===== src/rtl/hdlc_tx_channel.sv =====
// HDLC transmit channel: pulls bytes from the Tx buffer and serialises them LSB-first
// between 0x7E flags with zero insertion, abort generation and a forced inter-frame gap.
module hdlc_tx_channel #(
  parameter int IFG_CYCLES = 8
) (
  input  logic       Clk,
  input  logic       Rst,
  input  logic       Tx_Enable,
  input  logic       Tx_DataValid,
  input  logic [7:0] Tx_Data,
  input  logic       Tx_LastByte,
  input  logic       Tx_AbortFrame,
  output logic       Tx_RdBuff,
  output logic       Tx,
  output logic       Tx_ValidFrame,
  output logic       Tx_AbortedTrans,
  output logic       Tx_Done
);

  localparam logic [7:0] FLAG = 8'h7E;
  localparam int IFGW = (IFG_CYCLES > 1) ? $clog2(IFG_CYCLES) : 1;

  typedef enum logic [2:0] {
    S_IDLE, S_OPEN, S_DATA, S_CLOSE, S_ABORT, S_IFG
  } state_t;

  state_t          state_q;
  logic [2:0]      bit_q;
  logic [7:0]      shreg_q;
  logic            last_q;
  logic [2:0]      ones_q;
  logic [IFGW-1:0] ifg_q;
  logic            tx_q;
  logic            valid_q;
  logic            aborted_q;
  logic            done_q;

  logic       in_frame;
  logic       abort_req;
  logic       unit_end;
  logic       fetch_slot;
  logic [2:0] bit_nx;
  logic       data_nx;

  always_comb begin
    in_frame   = (state_q == S_OPEN) || (state_q == S_DATA) || (state_q == S_CLOSE);
    abort_req  = in_frame && (Tx_AbortFrame || !Tx_Enable);
    // A byte ends after bit 7, or after the stuffed zero that follows it.
    unit_end   = (state_q == S_DATA) && (bit_q == 3'd7) && (ones_q != 3'd5);
    fetch_slot = ((state_q == S_OPEN) && (bit_q == 3'd7)) || (unit_end && !last_q);
    bit_nx     = bit_q + 3'd1;
    data_nx    = shreg_q[bit_nx];
  end

  assign Tx_RdBuff       = fetch_slot && Tx_DataValid && !abort_req;
  assign Tx              = tx_q;
  assign Tx_ValidFrame   = valid_q;
  assign Tx_AbortedTrans = aborted_q;
  assign Tx_Done         = done_q;

  always_ff @(posedge Clk) begin
    if (Rst) begin
      state_q   <= S_IDLE;
      bit_q     <= 3'd0;
      shreg_q   <= 8'd0;
      last_q    <= 1'b0;
      ones_q    <= 3'd0;
      ifg_q     <= '0;
      tx_q      <= 1'b1;
      valid_q   <= 1'b0;
      aborted_q <= 1'b0;
      done_q    <= 1'b0;
    end else begin
      aborted_q <= 1'b0;
      done_q    <= 1'b0;
      case (state_q)
        S_IDLE: begin
          tx_q    <= 1'b1;
          valid_q <= 1'b0;
          if (Tx_Enable && Tx_DataValid) begin
            state_q <= S_OPEN;
            bit_q   <= 3'd0;
            ones_q  <= 3'd0;
            tx_q    <= FLAG[0];
            valid_q <= 1'b1;
          end
        end
        S_OPEN, S_DATA, S_CLOSE: begin
          // Abort and underrun both take priority over any frame progress.
          if (abort_req || (fetch_slot && !Tx_DataValid)) begin
            state_q   <= S_ABORT;
            bit_q     <= 3'd0;
            ones_q    <= 3'd0;
            tx_q      <= 1'b0;
            valid_q   <= 1'b0;
            aborted_q <= 1'b1;
          end else if (fetch_slot) begin
            state_q <= S_DATA;
            shreg_q <= Tx_Data;
            last_q  <= Tx_LastByte;
            bit_q   <= 3'd0;
            tx_q    <= Tx_Data[0];
            ones_q  <= Tx_Data[0] ? ones_q + 3'd1 : 3'd0;
            valid_q <= 1'b1;
          end else if (state_q == S_DATA) begin
            if (ones_q == 3'd5) begin
              tx_q   <= 1'b0;
              ones_q <= 3'd0;
            end else if (!unit_end) begin
              bit_q  <= bit_nx;
              tx_q   <= data_nx;
              ones_q <= data_nx ? ones_q + 3'd1 : 3'd0;
            end else begin
              state_q <= S_CLOSE;
              bit_q   <= 3'd0;
              ones_q  <= 3'd0;
              tx_q    <= FLAG[0];
            end
          end else if (bit_q != 3'd7) begin
            bit_q <= bit_nx;
            tx_q  <= FLAG[bit_nx];
          end else begin
            state_q <= S_IFG;
            ifg_q   <= '0;
            tx_q    <= 1'b1;
            valid_q <= 1'b0;
            done_q  <= 1'b1;
          end
        end
        S_ABORT: begin
          tx_q    <= 1'b1;
          valid_q <= 1'b0;
          if (bit_q != 3'd7) begin
            bit_q <= bit_nx;
          end else begin
            state_q <= S_IFG;
            ifg_q   <= '0;
          end
        end
        S_IFG: begin
          tx_q    <= 1'b1;
          valid_q <= 1'b0;
          if (ifg_q == IFGW'(IFG_CYCLES - 1)) begin
            state_q <= S_IDLE;
          end else begin
            ifg_q <= ifg_q + 1'b1;
          end
        end
        default: begin
          state_q <= S_IDLE;
          tx_q    <= 1'b1;
          valid_q <= 1'b0;
        end
      endcase
    end
  end

endmodule


===== config.mk =====
export PLATFORM = sky130hd
export DESIGN_NAME = hdlc_tx_channel
export DESIGN_NICKNAME = d
export VERILOG_FILES = /design/src/rtl/hdlc_tx_channel.sv
export SDC_FILE = /design/constraint.sdc
export NUM_CORES = 1
export LEC_CHECK = 0
export ABC_AREA = 1
export CAP_MARGIN = 0
export CORE_MARGIN = 8
export CORE_UTILIZATION = 30
export DETAILED_ROUTE_END_ITERATION = 6
export SLEW_MARGIN = 5
export SYNTH_ARGS = -nofsm -noshare
export SYNTH_HDL_FRONTEND = slang
export SYNTH_SLANG_ARGS = --single-unit
export TNS_END_PERCENT = 10

===== constraint.sdc =====
create_clock -name Clk -period 4.83 [get_ports Clk]
set_input_delay 1.449 -clock Clk [delete_from_list [all_inputs] [get_ports Clk]]
set_output_delay 1.449 -clock Clk [all_outputs]
set_load 0.02 [all_outputs]

== Word-level counts from Yosys, hierarchy flattened ==
Memory sizes are Yosys's and may differ from the RTL's.
Index checks and enable logic that the tools add are counted.

* Register bits after elaboration: 25
* Bits in read-only memories: 8
* Bits of input ports: 14
* Output and inout bits: 5
* Word-level logic and storage cells: 119
* Memories kept: 1

{| class="wikitable"
|+ Memories
! name !! depth !! bits a word !! rd ports !! clocked after Yosys merged registers in !! write ports !! RTL line !! text
|-
| (no name shown) || 8 || 1 || 1 || 0 || 0 || 121 || <nowiki>tx_q <= FLAG[bit_nx];</nowiki>
|}

* $add $sub $neg: 3
* Magnitude comparators: 1
* Equal/unequal tests: 21
* Multiplexer cells: 50
* Bitwise operators: 2
* Reductions and logical operators: 31

{| class="wikitable"
|+ Operator list
! cell !! number
|-
| 2-to-1 mux 3 bit || 27
|-
| case mux 3 bit (3 select lines) || 2
|-
| 2-to-1 mux 1 bit || 16
|-
| equality test 3 bit, second input constant || 5
|-
| inequality test 2 bit, second input constant || 6
|-
| inequality test 4 bit, second input constant || 3
|-
| case mux 3 bit (4 select lines) || 1
|-
| inequality test 5 bit, second input constant || 2
|-
| adder 3 x 1 -> 3 bit, second input constant || 3
|-
| logical AND 1 bit || 9
|-
| AND reduction 3 bit || 3
|-
| equality test 3 x 2 -> 1 bit, second input constant || 2
|-
| inequality test 3 bit, second input constant || 2
|-
| case mux 3 bit (2 select lines) || 1
|-
| nonzero test 3 bit || 2
|-
| logical OR 1 bit || 5
|-
| AND reduction 5 bit || 1
|-
| OR reduction 5 bit || 1
|-
| logical NOT 1 bit || 4
|-
| less-than comparator 3 x 4 -> 1 bit, second input constant || 1
|-
| case mux 1 bit (2 select lines) || 2
|-
| AND reduction 4 bit || 1
|-
| binary-select mux 1 bit (select 3 bit) || 1
|-
| equality test 3 x 1 -> 1 bit, second input constant || 1
|-
| 6 further kinds || 7
|}

== Logic depth before layout (Yosys ltp) ==
* Depth in word-level cells: 10
* Mapped depth: 15
* Depth with buffers taken out: 15

== Least setup slack after synthesis ==
Ideal clock, no wire load.

* Path type: in2out
* Start: input port Tx_Enable
* End: output port Tx_RdBuff
* Arrival time: 2.038 ns
* Required time: 3.381 ns
* Setup slack: 1.343 ns
* Stages on the path: 4
* Buffers on the path: 0
* Cell sequence: inv_1 > o21ai_2 > nand2_4 > nor2_8

* Longest elaborated chain between the ends: 5

{| class="wikitable"
|+ Ends and longest elaborated chain
! element !! RTL line !! text
|-
| start, declared || 8 || <nowiki>input logic Tx_Enable,</nowiki>
|-
| logical NOT 1 bit || 47 || <nowiki>abort_req = in_frame && (Tx_AbortFrame || !Tx_Enable);</nowiki>
|-
| logical OR 1 bit || 47 ||
|-
| logical AND 1 bit || 47 ||
|-
| logical NOT 1 bit || 55 || <nowiki>assign Tx_RdBuff = fetch_slot && Tx_DataValid && !abort_req;</nowiki>
|-
| logical AND 1 bit || 55 ||
|-
| end, declared || 13 || <nowiki>output logic Tx_RdBuff,</nowiki>
|}

No other way between the ends.

== Worst setup path after layout ==
Same ends and word-level chain as after synthesis.

==> reports/qor.yml <==
dp_hpwl_um: 2738
yosys_warnings: 0
drv_cap: 0
clockBufferDepth: 2
yosys.area_share.simple_pct: 34.71
period_needed_ns: 4.596
dieArea_um2: 8060
antenna_cells: 0
fin_skew_ns: 0.006014
worstSetupEndpointType: "primary output"
post-cts-setup-buffers: 0
place_congestion: 0.8846
synth.avg_cell_area_um2: 7.038
synth.net_count: 255
antenna_found_initial: 0
drive_gt1_share_pct: 12.45
num_vias: 1450
avgRoutedWirePerCell_um: 11.03
grt_start_max_net_pins: 18
cp_max_fo: 4
setup_viol: 0
post-place-ws_ns: 0.2357
multiInputGateArea_um2: 943.4
cts.root.buffer_cell: "clkbuf_8"
ys_seq_area_share_pct: 30.65
cts_tree: "done"
vias_per_cell: 4.517
num-fill-cells: 580
ctsResizeCount: 0
p_leak_uw: 0.0009000
synth_top_family_by_area: "simple AND/OR/NAND/NOR gates"
insertion_delay_ns: 0.28
setup.worst_path.class: "in2out"
power.density_nw_per_um2: 249.3
synth_cells: 232
ys_ff_latch: 25
yosys.area_share.adder_pct: 6.897
holdPathStages: 2
die-width_um: 89.78
register_area_um2: 500.5
numCtsBuffers: 3
ff2ff_setup_slack_ns: 2.36
drtPass1Iterations: 4
area_growth_pct: 17.01
finalCritPeriodShare_pct: 95.16
synth-compound-area-share_pct: 14.41
irDropWorstVdd_mv: 0.1264
fin_ws_ns: 0.2338
status: "completed"
power_uw: 476.3
max_freq_mhz: 217.6
grt_pass1_vias: 1458
initial_utilization_pct: 30.40
coreArea_um2: 5371
boundaryPins: 19
grt_setup_unrepaired: "false"
mostFrequentLayoutCells: "49 x nand2_1, 32 x inv_1, 25 x dfxtp_1"
grt_usage_pct: 9.327
grt_pass1_wl_um: 6451
critPathArrivalTime_ns: 3.15
critPathLaunchType: "input pin"
hold_class: "reg2reg"
ant_nets: 0
tightest_slew_ns: 0.5293
detail_route.iter0.violations: 91
rows: 27
cts_num_sinks: 25
nets: 273
grt_overflow: 0
drc_errors: 0
htreeDepth: 1
tns_ns: 0
rr_worst_depth: 12
layout_commonest_cell: "nand2_1"
drt-total-wl_um: 3540
slew_viol_final: 0
synth_cell_types: 32
hold_viol_final: 0
chipHeight_um: 89.78
clk_pin_slew_ns: 0.10
cp.required_ns: 3.38
io_buffers: 18
synthXorXnorAreaFrac_pct: 1.073
yosys-top-cells-area: "dfxtp_1 31%, nand2_1 11%, inv_1 7.4%, ha_1 6.9%, a21oi_1 5.5%"
synth_top_area_share_pct: 30.65
relSlewSlack_pct: 64.68
synthMuxAreaShare_pct: 0.6897
cts_hold_buf: 0
synth_area_um2: 1633
synth_area_leader_cell: "dfxtp_1"
synthesized netlist by cell type:
cell and instances:
nand2_1 49, inv_1 32, dfxtp_1 25, nor2_1 21, a21oi_1 18, o21ai_0 18
nand3_1 17, ha_1 9, inv_2 5, nand2_2 4, nand3_2 3, nand4_1 3
nor2_2 3, buf_2 2, buf_6 2, nand2_4 2, nand3_4 2, nor2_8 2
o21ai_2 2, a21oi_4 1, a31oi_1 1, and3_1 1, clkbuf_1 1, clkbuf_8 1
mux2_2 1, nand3b_1 1, nor3_1 1, nor3_2 1, o211a_1 1, o21ai_1 1
xnor2_1 1, xor2_1 1
sequential cells by signal, summed over array words and instances (netlist names):
register,count
last_q,1
bit_q,3
Tx,1
state_q,3
ones_q,3
Tx_Done,1
Tx_ValidFrame,1
ifg_q,3
Tx_AbortedTrans,1
shreg_q,8
metrics by stage:
| stage | area (µm²) | instances | hold WS [ns] | utilization [%] |
|---|---|---|---|---|
| 4_1_cts | 1911 | 321 | 0.4615 | 35.57 |
| 3_5_place_dp | 1861 | 317 | 0.4460 | 34.64 |
| 6_report | 1911 | 321 | 0.4613 | 35.57 |
| 2_1_floorplan | 1633 | 232 | 0.4276 | - |
| 3_3_place_gp | 1861 | 317 | 0.4408 | 34.64 |
| 5_1_grt | 1911 | 321 | 0.4920 | 35.57 |
worst paths after layout:
check	end	startpoint
setup reg to reg	last_q$_SDFFE_PP0P_	bit_q[0]$_SDFFE_PP0P_
setup / recovery	Tx_RdBuff	Tx_Enable
hold reg to reg	shreg_q[1]$_SDFFE_PP0P_	shreg_q[1]$_SDFFE_PP0P_
hold / removal	shreg_q[1]$_SDFFE_PP0P_	shreg_q[1]$_SDFFE_PP0P_
metal layers:
layer	global-route usage, %	vias up	part of all wire (%)
met5	0	-	0
met3	1.496	5	2.1
met4	4.231	0	1.5
met1	11.22	651	48
met2	15.83	18	49
li1	-	776	-
cells by family (layout without fill, tap and decap cells):
| logic type | after synthesis | in the layout |
|---|---|---|
| DFF | 25 | 25 |
| adders and majority gates | 9 | 9 |
| and+or+nand+nor | 110 | 110 |
| xor gates and xnor gates | 2 | 2 |
| buffers and inverters | 43 | 60 |
| muxes | 1 | 1 |
| AOI/OAI and AO/OA | 42 | 42 |
critical path, stage by stage:
cell,delay (ns)
clkdlybuf4s50_1,0.50
inv_1,0.06
o21ai_2,0.24
nand2_4,0.15
nor2_8,0.13
clkdlybuf4s50_1,0.61
power breakdown:
part	switching [µW]	total [µW]	internal [µW]
sequential	11.4	226	215
clock	75.4	136	60.7
combinational	69.9	114	44.3
cell type report:
class	count	area share, %
inverters	37	7.269
repair buffers	19	9.823
clock inverters	1	0.4584
clock buffers	3	2.161
multi-input cells	164	49.38
well taps	72	4.715
flip-flops and latches	25	26.20
(Power assumes the default switching activity.)
